## config.mk

```make
export PLATFORM = sky130hd
export DESIGN_NAME = conv_window_feeder_flat
export DESIGN_NICKNAME = d
export VERILOG_FILES = /design/src/rtl/conv_window_feeder_if.sv /design/src/rtl/conv_window_feeder.sv /design/src/flat_wrapper.sv
export SDC_FILE = /design/constraint.sdc
export NUM_CORES = 1
export LEC_CHECK = 0
export CORE_MARGIN = 2
export CORE_UTILIZATION = 35
export DETAILED_ROUTE_END_ITERATION = 7
export GPL_TIMING_DRIVEN = 0
export SLEW_MARGIN = 0
export SYNTH_ARGS = -nofsm -noshare
export SYNTH_HDL_FRONTEND = slang
export SYNTH_SLANG_ARGS = --single-unit
```

## constraint.sdc

```tcl
create_clock -name clk_i -period 5.82 [get_ports clk_i]
set_clock_uncertainty 0.05 [all_clocks]
set_input_delay 0.582 -clock clk_i [delete_from_list [all_inputs] [get_ports clk_i]]
set_output_delay 0.582 -clock clk_i [all_outputs]
set_load 0.05 [all_outputs]
```

## src/rtl/conv_window_feeder_if.sv

```systemverilog
// Pixel-in / window-out bundle of the 3x3x3 window feeder.
// slave = feeder side, master = pixel source / window consumer side.
interface conv_window_feeder_if #(
    parameter int CW = 8
);
    logic              pix_valid_i;
    logic              pix_ready_o;
    logic [3*CW-1:0]   pix_data_i;
    logic              sof_i;
    logic              win_valid_o;
    logic [27*CW-1:0]  win_data_o;
    logic              win_last_o;
    logic              frame_done_o;

    modport slave (
        input  pix_valid_i, pix_data_i, sof_i,
        output pix_ready_o, win_valid_o, win_data_o, win_last_o, frame_done_o
    );

    modport master (
        output pix_valid_i, pix_data_i, sof_i,
        input  pix_ready_o, win_valid_o, win_data_o, win_last_o, frame_done_o
    );
endinterface

```

## src/rtl/conv_window_feeder.sv

```systemverilog
// Streaming 3x3x3 window generator with two line buffers feeding the systolic array.
// Optional WIN_STRIDE2_EN: emit only windows whose bottom-right pixel sits at even row/col.
//
// state    | meaning
// S_IDLE   | ready, waiting for a pixel with sof_i (others are dropped)
// S_FILL   | rows 0..1 loading the line buffers, no windows
// S_STREAM | rows >= 2, windows emitted
// S_DONE   | one cycle after the last pixel, not ready, frame_done_o high
module conv_window_feeder #(
    parameter int IMG_WIDTH  = 16,
    parameter int IMG_HEIGHT = 16,
    parameter int CW         = 8
) (
    input  logic                  clk_i,
    input  logic                  rst_n,
    conv_window_feeder_if.slave   bus
);
    localparam int COLW = $clog2(IMG_WIDTH);
    localparam int ROWW = $clog2(IMG_HEIGHT);
    localparam int PW   = 3 * CW;
`ifdef WIN_STRIDE2_EN
    localparam int LAST_ROW = ((IMG_HEIGHT - 1) / 2) * 2;
    localparam int LAST_COL = ((IMG_WIDTH - 1) / 2) * 2;
`else
    localparam int LAST_ROW = IMG_HEIGHT - 1;
    localparam int LAST_COL = IMG_WIDTH - 1;
`endif

    typedef enum logic [1:0] {S_IDLE, S_FILL, S_STREAM, S_DONE} state_t;

    state_t            r_state;
    state_t            w_state_nxt;
    logic [COLW-1:0]   r_col;
    logic [ROWW-1:0]   r_row;
    logic [PW-1:0]     r_lb0 [IMG_WIDTH];
    logic [PW-1:0]     r_lb1 [IMG_WIDTH];
    logic [PW-1:0]     r_win [3][3];
    logic              r_win_valid;
    logic              r_win_last;

    logic              w_ready;
    logic              w_xfer;
    logic              w_start;
    logic              w_accept;
    logic [COLW-1:0]   w_col_eff;
    logic [ROWW-1:0]   w_row_eff;
    logic              w_col_last;
    logic              w_row_last;
    logic              w_frame_end;
    logic              w_emit;
    logic              w_win_last;
    logic [PW-1:0]     w_lb0_rd;
    logic [PW-1:0]     w_lb1_rd;
    logic [27*CW-1:0]  w_win_data;

    assign w_ready  = (r_state != S_DONE);
    assign w_xfer   = bus.pix_valid_i && w_ready;
    assign w_start  = w_xfer && bus.sof_i;
    assign w_accept = w_start || (w_xfer && (r_state == S_FILL || r_state == S_STREAM));

    // An sof pixel is always (0,0), whether it opens a frame or aborts one.
    assign w_col_eff   = w_start ? '0 : r_col;
    assign w_row_eff   = w_start ? '0 : r_row;
    assign w_col_last  = (w_col_eff == COLW'(IMG_WIDTH - 1));
    assign w_row_last  = (w_row_eff == ROWW'(IMG_HEIGHT - 1));
    assign w_frame_end = w_accept && w_col_last && w_row_last;

`ifdef WIN_STRIDE2_EN
    assign w_emit = w_accept && (w_row_eff >= ROWW'(2)) && (w_col_eff >= COLW'(2))
                    && !w_row_eff[0] && !w_col_eff[0];
`else
    assign w_emit = w_accept && (w_row_eff >= ROWW'(2)) && (w_col_eff >= COLW'(2));
`endif
    assign w_win_last = w_emit && (w_row_eff == ROWW'(LAST_ROW)) && (w_col_eff == COLW'(LAST_COL));

    assign w_lb0_rd = r_lb0[w_col_eff];
    assign w_lb1_rd = r_lb1[w_col_eff];

    always_comb begin
        w_state_nxt = r_state;
        case (r_state)
            S_IDLE:   if (w_start) w_state_nxt = S_FILL;
            S_FILL: begin
                if (w_start)
                    w_state_nxt = S_FILL;
                else if (w_xfer && r_row == ROWW'(1) && w_col_last)
                    w_state_nxt = S_STREAM;
            end
            S_STREAM: begin
                if (w_start)
                    w_state_nxt = S_FILL;
                else if (w_frame_end)
                    w_state_nxt = S_DONE;
            end
            S_DONE:   w_state_nxt = S_IDLE;
            default:  w_state_nxt = S_IDLE;
        endcase
    end

    always_ff @(posedge clk_i or negedge rst_n) begin
        if (!rst_n) begin
            r_state     <= S_IDLE;
            r_col       <= '0;
            r_row       <= '0;
            r_win_valid <= 1'b0;
            r_win_last  <= 1'b0;
        end else begin
            r_state     <= w_state_nxt;
            r_win_valid <= w_emit;
            r_win_last  <= w_win_last;
            if (w_accept) begin
                if (w_frame_end) begin
                    r_col <= '0;
                    r_row <= '0;
                end else if (w_col_last) begin
                    r_col <= '0;
                    r_row <= w_row_eff + ROWW'(1);
                end else begin
                    r_col <= w_col_eff + COLW'(1);
                    r_row <= w_row_eff;
                end
            end
        end
    end

    // Line buffers are never cleared; every entry is rewritten during FILL.
    always_ff @(posedge clk_i) begin
        if (w_accept) begin
            r_lb0[w_col_eff] <= w_lb1_rd;
            r_lb1[w_col_eff] <= bus.pix_data_i;
        end
    end

    always_ff @(posedge clk_i or negedge rst_n) begin
        if (!rst_n) begin
            for (int r = 0; r < 3; r++)
                for (int c = 0; c < 3; c++)
                    r_win[r][c] <= '0;
        end else if (w_accept) begin
            for (int r = 0; r < 3; r++) begin
                r_win[r][0] <= r_win[r][1];
                r_win[r][1] <= r_win[r][2];
            end
            r_win[0][2] <= w_lb0_rd;
            r_win[1][2] <= w_lb1_rd;
            r_win[2][2] <= bus.pix_data_i;
        end
    end

    // Shift register only moves on a transfer, so it holds steady during the valid cycle.
    always_comb begin
        w_win_data = '0;
        for (int ch = 0; ch < 3; ch++)
            for (int r = 0; r < 3; r++)
                for (int c = 0; c < 3; c++)
                    w_win_data[(9*ch + 3*r + c)*CW +: CW] = r_win[r][c][ch*CW +: CW];
    end

    assign bus.pix_ready_o  = w_ready;
    assign bus.win_valid_o  = r_win_valid;
    assign bus.win_last_o   = r_win_last;
    assign bus.win_data_o   = w_win_data;
    assign bus.frame_done_o = (r_state == S_DONE);
endmodule

```

## src/flat_wrapper.sv

```systemverilog
// flat-port wrapper written by rule: the top's interface ports become plain ports
module conv_window_feeder_flat 
#(
    parameter int IMG_WIDTH  = 16,
    parameter int IMG_HEIGHT = 16,
    parameter int CW         = 8
)
  (clk_i, rst_n, bus_pix_valid_i, bus_pix_data_i, bus_sof_i, bus_pix_ready_o, bus_win_valid_o, bus_win_data_o, bus_win_last_o, bus_frame_done_o);
  conv_window_feeder_if #(.CW(CW)) bus_i ();
  input  logic clk_i;
  input  logic rst_n;
  input wire logic [$bits(bus_i.pix_valid_i)-1:0] bus_pix_valid_i;
  input wire logic [$bits(bus_i.pix_data_i)-1:0] bus_pix_data_i;
  input wire logic [$bits(bus_i.sof_i)-1:0] bus_sof_i;
  output wire logic [$bits(bus_i.pix_ready_o)-1:0] bus_pix_ready_o;
  output wire logic [$bits(bus_i.win_valid_o)-1:0] bus_win_valid_o;
  output wire logic [$bits(bus_i.win_data_o)-1:0] bus_win_data_o;
  output wire logic [$bits(bus_i.win_last_o)-1:0] bus_win_last_o;
  output wire logic [$bits(bus_i.frame_done_o)-1:0] bus_frame_done_o;
  assign bus_i.pix_valid_i = bus_pix_valid_i;
  assign bus_i.pix_data_i = bus_pix_data_i;
  assign bus_i.sof_i = bus_sof_i;
  assign bus_pix_ready_o = bus_i.pix_ready_o;
  assign bus_win_valid_o = bus_i.win_valid_o;
  assign bus_win_data_o = bus_i.win_data_o;
  assign bus_win_last_o = bus_i.win_last_o;
  assign bus_frame_done_o = bus_i.frame_done_o;
  conv_window_feeder #(.IMG_WIDTH(IMG_WIDTH), .IMG_HEIGHT(IMG_HEIGHT), .CW(CW)) u_core (.clk_i(clk_i), .rst_n(rst_n), .bus(bus_i));
endmodule
```

### Word-level counts from Yosys, hierarchy flattened

Memories as Yosys holds them, arrays and structs flattened. A register that Yosys moved wholly into a read port is not among the register bits.
Cells that the tools add are included.

| word-level totals | value |
|---|---|
| input bits | 28 |
| register bits | 204 |
| memory bits (writable) | 768 |
| memories kept | 2 |

Memories:

| name | depth | bits a word | read ports | clocked after Yosys merged registers in | write ports | RTL line | text |
|---|---|---|---|---|---|---|---|
| u_core.r_lb0 | 16 | 24 | 1 | 1 | 1 | conv_window_feeder.sv:35 | `logic [PW-1:0] r_lb0 [IMG_WIDTH];` |
| u_core.r_lb1 | 16 | 24 | 1 | 0 | 1 | conv_window_feeder.sv:36 | `logic [PW-1:0] r_lb1 [IMG_WIDTH];` |

| cells by class | value |
|---|---|
| multiplexer cells | 14 |
| equal/unequal tests | 10 |
| $add $sub $neg | 2 |
| reductions and logical operators | 16 |
| magnitude comparators | 2 |

Operators with widths:

| cell | count |
|---|---|
| $mux W4 | 6 |
| $logic_and A1 B1 Y1 | 11 |
| $mux W2 | 5 |
| $add A4 B1 Y4 const B | 2 |
| $eq A4 B4 Y1 const B | 2 |
| $ge A4 B2 Y1 const B | 2 |
| $pmux W2 S4 | 1 |
| $eq A2 B2 Y1 const B | 2 |
| $eq A4 B1 Y1 const B | 1 |
| $ne A3 B1 Y1 const B | 1 |
| $ne A3 B2 Y1 const B | 1 |
| $reduce_and A3 Y1 | 1 |
| $eq A2 B1 Y1 const B | 1 |
| $logic_not A2 Y1 | 1 |
| $logic_or A1 B1 Y1 | 2 |
| $mux W1 | 2 |
| $ne A2 B1 Y1 const B | 1 |
| $ne A2 B2 Y1 const B | 1 |
| $logic_not A1 Y1 | 1 |

### Depth between registers and ports, before layout

Gate-level depths: netlist of run 1.

| logic depth | value |
|---|---|
| word-level depth | 10 |
| mapped depth | 12 |

### Worst setup path after synthesis of run 1

OpenSTA, ideal clock, no wires.

| timing | value |
|---|---|
| path type | reg2reg |
| start | register u_core.r_state[0] |
| end | memory u_core.r_lb0[11][0] (netlist bit) (enable) |
| buffers on the path | 3 |
| setup slack | 0.930 ns |
| stages on the path, launching flop included | 10 |
| data required time | 5.316 ns |
| arrival | 4.386 ns |
| path through | dfrtp_1 -> ha_1 -> nand3b_1 -> and2_1 -> clkbuf_1 -> buf_2 -> clkbuf_1 -> ha_1 -> nand2_1 -> nor2_1 |

| on the way | value |
|---|---|
| cells in the longest elaborated chain, start to end | 6 |
| elaborated cells between the ends (all ways) | 11 |
| those cells by class | eq/ne: 3; mux: 3; reduce/logical: 5 |

Ends and longest elaborated chain:

| element | RTL line | text |
|---|---|---|
| start, declared | conv_window_feeder.sv:31 | `state_t r_state;` |
| start signal, assigned | conv_window_feeder.sv:108 | `r_state <= w_state_nxt;` |
| $ne A2 B2 Y1, or another cell as far along | conv_window_feeder.sv:56 | `assign w_ready = (r_state != S_DONE);` |
| $logic_and A1 B1 Y1 / $logic_or A1 B1 Y1 (equally long branches) | conv_window_feeder.sv:57, conv_window_feeder.sv:59 |  |
| $logic_and A1 B1 Y1, on equally long branches | conv_window_feeder.sv:58, conv_window_feeder.sv:59 |  |
| $logic_or A1 B1 Y1 | conv_window_feeder.sv:59 | `assign w_accept = w_start \|\| (w_xfer && (r_state == S_FILL \|\| r_state == S_STREAM));` |
| $mux W1 | conv_window_feeder.sv:128 | `if (w_accept) begin` |
| $mux W1 (not written as such) | conv_window_feeder.sv:129 | `r_lb0[w_col_eff] <= w_lb1_rd;` |
| end, declared | conv_window_feeder.sv:35 |  |

Several ways; a longest one is shown, not always the timed one.

### Final worst setup path of run 1

| timing | value |
|---|---|
| start | register u_core.r_state[0] |
| end | memory u_core.r_lb0[15][3] (netlist bit) (enable) |

Same word-level chain as after synthesis.

==> results of run 1 <==
layout make-up:
type / instances / area share (%)
Clock inverter: 43 / 1.265
Sequential cell: 996 / 60.20
Antenna cell: 3 / 0.01571
Tap cell: 1488 / 3.896
Inverter: 21 / 0.1702
Clock buffer: 146 / 5.899
Buffer: 189 / 1.694
Timing Repair Buffer: 281 / 6.760
Multi-Input combinational cell: 1639 / 20.10
layout by cell type, fill, tap and decap left out, types with 18 or more instances in the layout:
| cell type | n |
|---|---|
| clkbuf_16 | 103 |
| inv_1 | 18 |
| a21oi_1 | 123 |
| a221o_1 | 30 |
| a211oi_1 | 20 |
| mux2i_1 | 102 |
| edfxtp_1 | 768 |
| o21ai_0 | 143 |
| dfrtp_1 | 228 |
| mux2_2 | 50 |
| nor2_1 | 100 |
| and2_1 | 20 |
| a21o_1 | 32 |
| clkbuf_1 | 150 |
| buf_12 | 21 |
| a31oi_1 | 32 |
| a221oi_1 | 40 |
| nor3_1 | 64 |
| and3_1 | 28 |
| clkdlybuf4s50_1 | 245 |
| nand2_1 | 638 |
| buf_2 | 56 |
worst reg2reg max path, delay by kind of cell (launching register included):
kind                       cells  cell delay (ns)
buffers and inverters          4             2.08
and+or+nand+nor                4             1.28
adders and majority gates      2             0.77
DFF                            1             0.41
stage by stage:
stage          area (um^2)  utilization [%]
5_1_grt              47780            43.11
4_1_cts              47760            43.10
6_report             47790            43.12
3_3_place_gp         43470            39.23
2_1_floorplan        39150                -
3_5_place_dp         44330            40.00
cell families (layout without fill, tap and decap cells):
kind of cell,Yosys count,after routing
XOR/XNOR,1,1
AND/OR/NAND/NOR,925,925
AO/OA/AOI/OAI,537,537
flip-flops,996,996
other,0,3
buffers and inverters,210,680
adder cells (fa/ha/maj),10,10
multiplexers,166,166
sequential cells by signal (all words and copies together) (netlist names):
| signal | flops |
|---|---|
| u_core.bus.win_last_o | 1 |
| u_core.bus.win_valid_o | 1 |
| u_core.r_state | 2 |
| u_core.r_lb1 | 384 |
| u_core.r_col | 4 |
| u_core.r_row | 4 |
| u_core.r_lb0 | 384 |
| u_core.bus.win_data_o | 216 |
per-layer routing:
metal | global-route usage [%] | up-vias | part of all wire [%]
met5 | 0 | - | 0.070
met4 | 8.065 | 14 | 3.7
met3 | 4.150 | 249 | 9.0
met2 | 34.54 | 1270 | 47
met1 | 27.87 | 13106 | 40
li1 | - | 11341 | -
power by group through the flow:
stage               Clock, mW  Combinational [mW]  Sequential [mW]
floorplan                   0                4.34             12.8
global placement            0                11.2             10.6
detailed placement          0                11.5             10.6
CTS                      6.73                11.5             10.5
global route             7.04                12.2             10.6
finish                   6.68                11.6             10.4
final timing paths:
| check | startpoint | end | slack (ns) | cells past startpoint |
|---|---|---|---|---|
| setup / recovery | u_core.r_state[0] | u_core.r_lb0[15][3] | 0.79 | 10 |
| hold / removal | bus_sof_i | u_core.r_row[2] | 0.18 | 4 |
| setup reg to reg | u_core.r_state[0] | u_core.r_lb0[15][3] | 0.79 | 10 |
| hold reg to reg | u_core.bus.win_data_o[5] | u_core.bus.win_data_o[5] | 0.42 | 2 |
| max in group asynchronous | rst_n | u_core.bus.win_data_o[69] | 4.51 | 3 |
| min in group asynchronous | rst_n | u_core.bus.win_data_o[29] | 0.38 | 2 |
repair_timing:
action,in CTS,in global routing
hold buffers,1,0
buffers inserted,0,0
endpoints found under the hold margin,54,0
endpoints found under the setup margin,0,0
resized for setup,0,0
==> metrics.txt, run 1 <==
status=complete, but fails checks; failing checks=max-capacitance violations; DRC=0; # fillers=a little over 10000; cell total after placement=4612; GRT Total Usage=a little over a fifth; dpl ws=~0.53 ns; Lkg Pwr=17.42 nW; Synth top area share=between 50% and 60%; Syn Area/Cell=around 14 um^2; Cell variety after synth=61; Layout Cells excl Fill=between 4000 and 5000; vias in the first global route=25485; Slowest cell on crit path=clkbuf_1; Async SR Flop Fraction=between 20% and 30%; most area-consuming cells after synthesis=edfxtp_1 59%, dfrtp_1 15%, nand2_1 6.1%; Simple-Gate Fraction of Synth Area=under 10%; die height=338.4 um; Max FO, Critical Path=48; sequential area share after synthesis=73.48%; DP HPWL=83880 um; most instantiated cells after synthesis=768 x edfxtp_1, 638 x nand2_1, 228 x dfrtp_1; yosys synthesis warning count=0; global-route wire length before repair=about 180000 um; Reg clk slew, reported paths=around 0.060 ns; switching power total=approximately 12 mW; Slew Viols, Final=0; compound-gate portion of the synthesized area=9.195%; vias per cell=~5.4; vias=about 26000; multi-input logic area=between 9000 and 10000 um^2; Iter 0 DRT Violations=between 2000 and 3000; Most used DFF post-synth=edfxtp_1; first drt pass iteration count=5; core area=~110000 um^2; Clock Sink Count=between 900 and 1000; RePlAce Congestion=between 0.8 and 0.9; Cell Chain, Critical Path=ha_1 > nand3b_1 > and2_1 > clkbuf_1 > buf_2 > clkbuf_1 > ha_1 > nand3_1 > or2_2 > inv_4; minimum clock period=between 5 and 6 ns; Initial Util=35.33%; Worst-Skew Late Latency=~0.7 ns; CP max stage delay=approximately 0.7 ns; CP delay by family, top=buffers and inverters; setup ws final=about 0.79 ns; largest net degree at the start of global routing=93; port bufs=246; ANT nets after route=0; WHS=around 0.18 ns; Worst Path Buf+Inv=4; layout cells sized above 1=around a tenth; Post-synth EDFFs=768; final hold violation count=0; RSZ-0062 raised after global routing=false; final net count=between 3000 and 4000; Rows=approximately 120; Max-Cap Viols=1; initial antenna violation count=10; Die ar.=approximately 110000 um^2; Die W=~340 um; Synth Area in XOR/XNOR=0.02237%; VDD IR max=roughly 0.26 mV; mapped cell area=~39000 um^2; Sw Share=41.56%; Root Buffer=clkbuf_16; post-route setup TNS=0 ns; htree depth=3; Comb power frac=approximately two fifths; most frequent cell after synthesis=edfxtp_1; Hold Path Class=in -> reg; Slew headroom=2.587%; Critical Path AT=about 5.3 ns; Post-Syn Nets=2883; Power Dens Cells=~600 nW/um^2; leading area contributor after synthesis=edfxtp_1; FMAX=~200 MHz; Wirelength per Cell=25.70 um; internal power=about 17 mW; CP Class=reg -> reg; Routed Wire Length=about 120000 um; Yosys reg bits=approximately 1000; Syn Inst Count=2845; Reg power frac=36.4%; Bufs on Longest Clock Path=3; CP required=6.06 ns; Top Ports=248; largest family of logic cells by synthesized area=simple AND/OR/NAND/NOR gates; synth-to-layout area growth=22.07%; CP endpoint kind=flop; Worst-Margin Slew=about 1.5 ns; FF/Latch Area=roughly 29000 um^2; fin crit share=about 86%; CP startpoint kind=flop; total CTS buffers=between 100 and 150; total grt overflow=0; CTS tree=yes; clock share of power=a little under a quarter; Synth Area in Adders=0.3196%; total power=around 29 mW; # setup viols final=0; multiplexer share of the synthesized area=under 10%
Note: power is estimated with default switching activity, not from simulation.
==> inputs of run 2 (changes only) <==
--- a/config.mk
+++ b/config.mk
@@ -8,7 +8,9 @@
 export CORE_MARGIN = 2
 export CORE_UTILIZATION = 35
 export DETAILED_ROUTE_END_ITERATION = 7
+export DONT_BUFFER_PORTS = 1
 export GPL_TIMING_DRIVEN = 0
+export SKIP_LAST_GASP = 1
 export SLEW_MARGIN = 0
 export SYNTH_ARGS = -nofsm -noshare
 export SYNTH_HDL_FRONTEND = slang
==> metrics.txt, run 2 (synthesis results as in run 1) <==
WHS=-0.0008509 ns (was 0.1813 ns); Critical Path AT=5.46 ns (was 5.27 ns); core area=110800 um^2 (unchanged); Reg clk slew, reported paths=0.06 ns (about the same); commonest cells after routing, fill and taps aside=768 x edfxtp_1, 638 x nand2_1, 228 x dfrtp_1, 149 x clkbuf_1, 143 x o21ai_0 (was 768 x edfxtp_1, 638 x nand2_1, 245 x clkdlybuf4s50_1, 228 x dfrtp_1, 150 x clkbuf_1); final hold violation count=2 (was 0); Slowest cell on crit path=ha_1 (was clkbuf_1); CP required=6.06 ns (about the same); most common cell after layout, fill and taps aside=edfxtp_1 (unchanged); htree depth=3 (unchanged); total CTS buffers=102 (unchanged); Power Dens Cells=596.9 nW/um^2 (was 600.7 nW/um^2); VDD IR max=0.2421 mV (was 0.2627 mV); largest net degree at the start of global routing=229 (was 93); final net count=3044 (was 3268); CTS tree=yes (unchanged); synth-to-layout area growth=16.04% (was 22.07%); Max FO, Critical Path=48 (unchanged); cell total after placement=4365 (was 4612); global-route wire length before repair=175800 um (was 178400 um); multi-input logic area=9605 um^2 (unchanged); Clock Sink Count=996 (unchanged); die height=338.4 um (unchanged); Slew Viols, Final=0 (unchanged); Bufs on Longest Clock Path=3 (unchanged); RSZ-0062 raised after global routing=false (unchanged); ANT nets after route=0 (unchanged); Slew headroom=9.221% (was 2.587%); Initial Util=35.33% (unchanged); port bufs=0 (was 246); DP HPWL=81360 um (was 83880 um); Layout Cells excl Fill=4585 (was 4806); first drt pass iteration count=6 (was 5); Post-Route Utilization=40.99% (was 43.12%); # setup viols final=0 (unchanged); vias in the first global route=24828 (was 25485); # fillers=10223 (was 10055); Worst-Margin Slew=1.358 ns (was 1.457 ns); vias=25299 (was 25980); Max-Cap Viols=0 (was 1); FMAX=191.5 MHz (was 198.8 MHz); CP max stage delay=0.69 ns (was 0.70 ns); post-route setup TNS=0 ns (unchanged); failing checks=negative hold slack (was max-capacitance violations); CP Class=reg -> reg (unchanged); vias per cell=5.518 (was 5.406); initial antenna violation count=10 (unchanged); Top Ports=248 (unchanged); total grt overflow=0 (unchanged); Worst-Skew Late Latency=0.68 ns (about the same); total power=27.12 mW (was 28.71 mW); Rows=122 (unchanged); FF/Latch Area=28770 um^2 (unchanged); RePlAce Congestion=0.8724 (was 0.8665); Iter 0 DRT Violations=2987 (was 2806); status=complete, but fails checks (unchanged); CP startpoint kind=flop (unchanged); Die W=338.4 um (unchanged); # resized after CTS=0 (unchanged); Routed Wire Length=122100 um (was 123500 um); fin crit share=89.74% (was 86.44%); layout cells sized above 1=10.71% (was 9.894%); Root Buffer=clkbuf_16 (unchanged); GRT Total Usage=20.86% (was 21.15%); Die ar.=114500 um^2 (unchanged); Cell Chain, Critical Path=ha_1 > nand3b_1 > and2_1 > clkbuf_1 > buf_2 > clkbuf_1 > ha_1 > nand3_1 > or2_2 > inv_4 (unchanged); Hold Path Class=in -> async (was in -> reg); CP endpoint kind=flop (unchanged); Lkg Pwr=16.54 nW (was 17.42 nW); DRC=0 (unchanged); Wirelength per Cell=26.64 um (was 25.70 um); minimum clock period=5.223 ns (was 5.031 ns)
==> run 2: worst paths after layout <==
kind	from	cells past startpoint	end	slack [ns]
worst min register to register	u_core.r_row[0]	1	u_core.r_row[0]	0.49
min in group clk_i	bus_pix_data_i[22]	2	u_core.bus.win_data_o[214]	0.09
worst min-delay path	rst_n	1	u_core.bus.win_data_o[161]	-0.0009
max in group asynchronous	rst_n	1	u_core.bus.win_data_o[137]	4.82
worst max register to register	u_core.r_state[0]	10	u_core.r_lb1[15][12]	0.60
worst max-delay path	u_core.r_state[0]	10	u_core.r_lb1[15][12]	0.60
==> run 2: layout make-up <==
type | count | share of cell area, %
well taps | 1488 | 4.098
clock inverters | 35 | 0.7354
multi-input cells | 1639 | 21.14
plain buffers | 189 | 1.782
inverters | 21 | 0.1790
repair buffers | 57 | 2.159
flip-flops and latches | 996 | 63.32
clock buffers | 155 | 6.550
diodes | 5 | 0.02754
==> run 2: report_power, final <==
part | switching, mW | internal (mW)
logic | 5.50 | 2.08
clock network | 2.72 | 3.75
registers | 3.45 | 9.63
==> run 2: worst max-delay path, delay by kind of cell, from the launching register on <==
kind                     cells  cell delay, ns
adder cells (fa/ha/maj)      2            1.05
buffers and inverters        4            2.01
flip-flops                   1            0.41
AND/OR/NAND/NOR              4            1.26
==> run 2: metrics by stage <==
step	hold slack, ns	area, um^2	setup slack (ns)
after global routing	0.06615	45430	0.3577
after floorplan	0.2364	39150	0.9299
after detailed placement	0.2501	41840	0.6613
after CTS	0.04684	45420	0.6388
after global placement	0.2514	41010	-2.745
final	-0.0008509	45430	0.5972
==> run 2: what timing repair did <==
item / 4_1_cts / 5_1_grt
hold buffers: 25 / 0
setup buffers: 0 / 0
endpoints found under the hold margin: 632 / 0
==> run 2: routing by layer <==
layer / GRT usage (%) / part of all wire, % / vias to the layer above / wire (um)
met5: 0 / 0.022 / - / 27
met4: 7.972 / 3.7 / 4 / 4571
met3: 4.184 / 9.0 / 234 / 10980
met2: 34.46 / 48 / 1289 / 58630
met1: 27.08 / 39 / 12901 / 47930
li1: - / - / 10871 / -
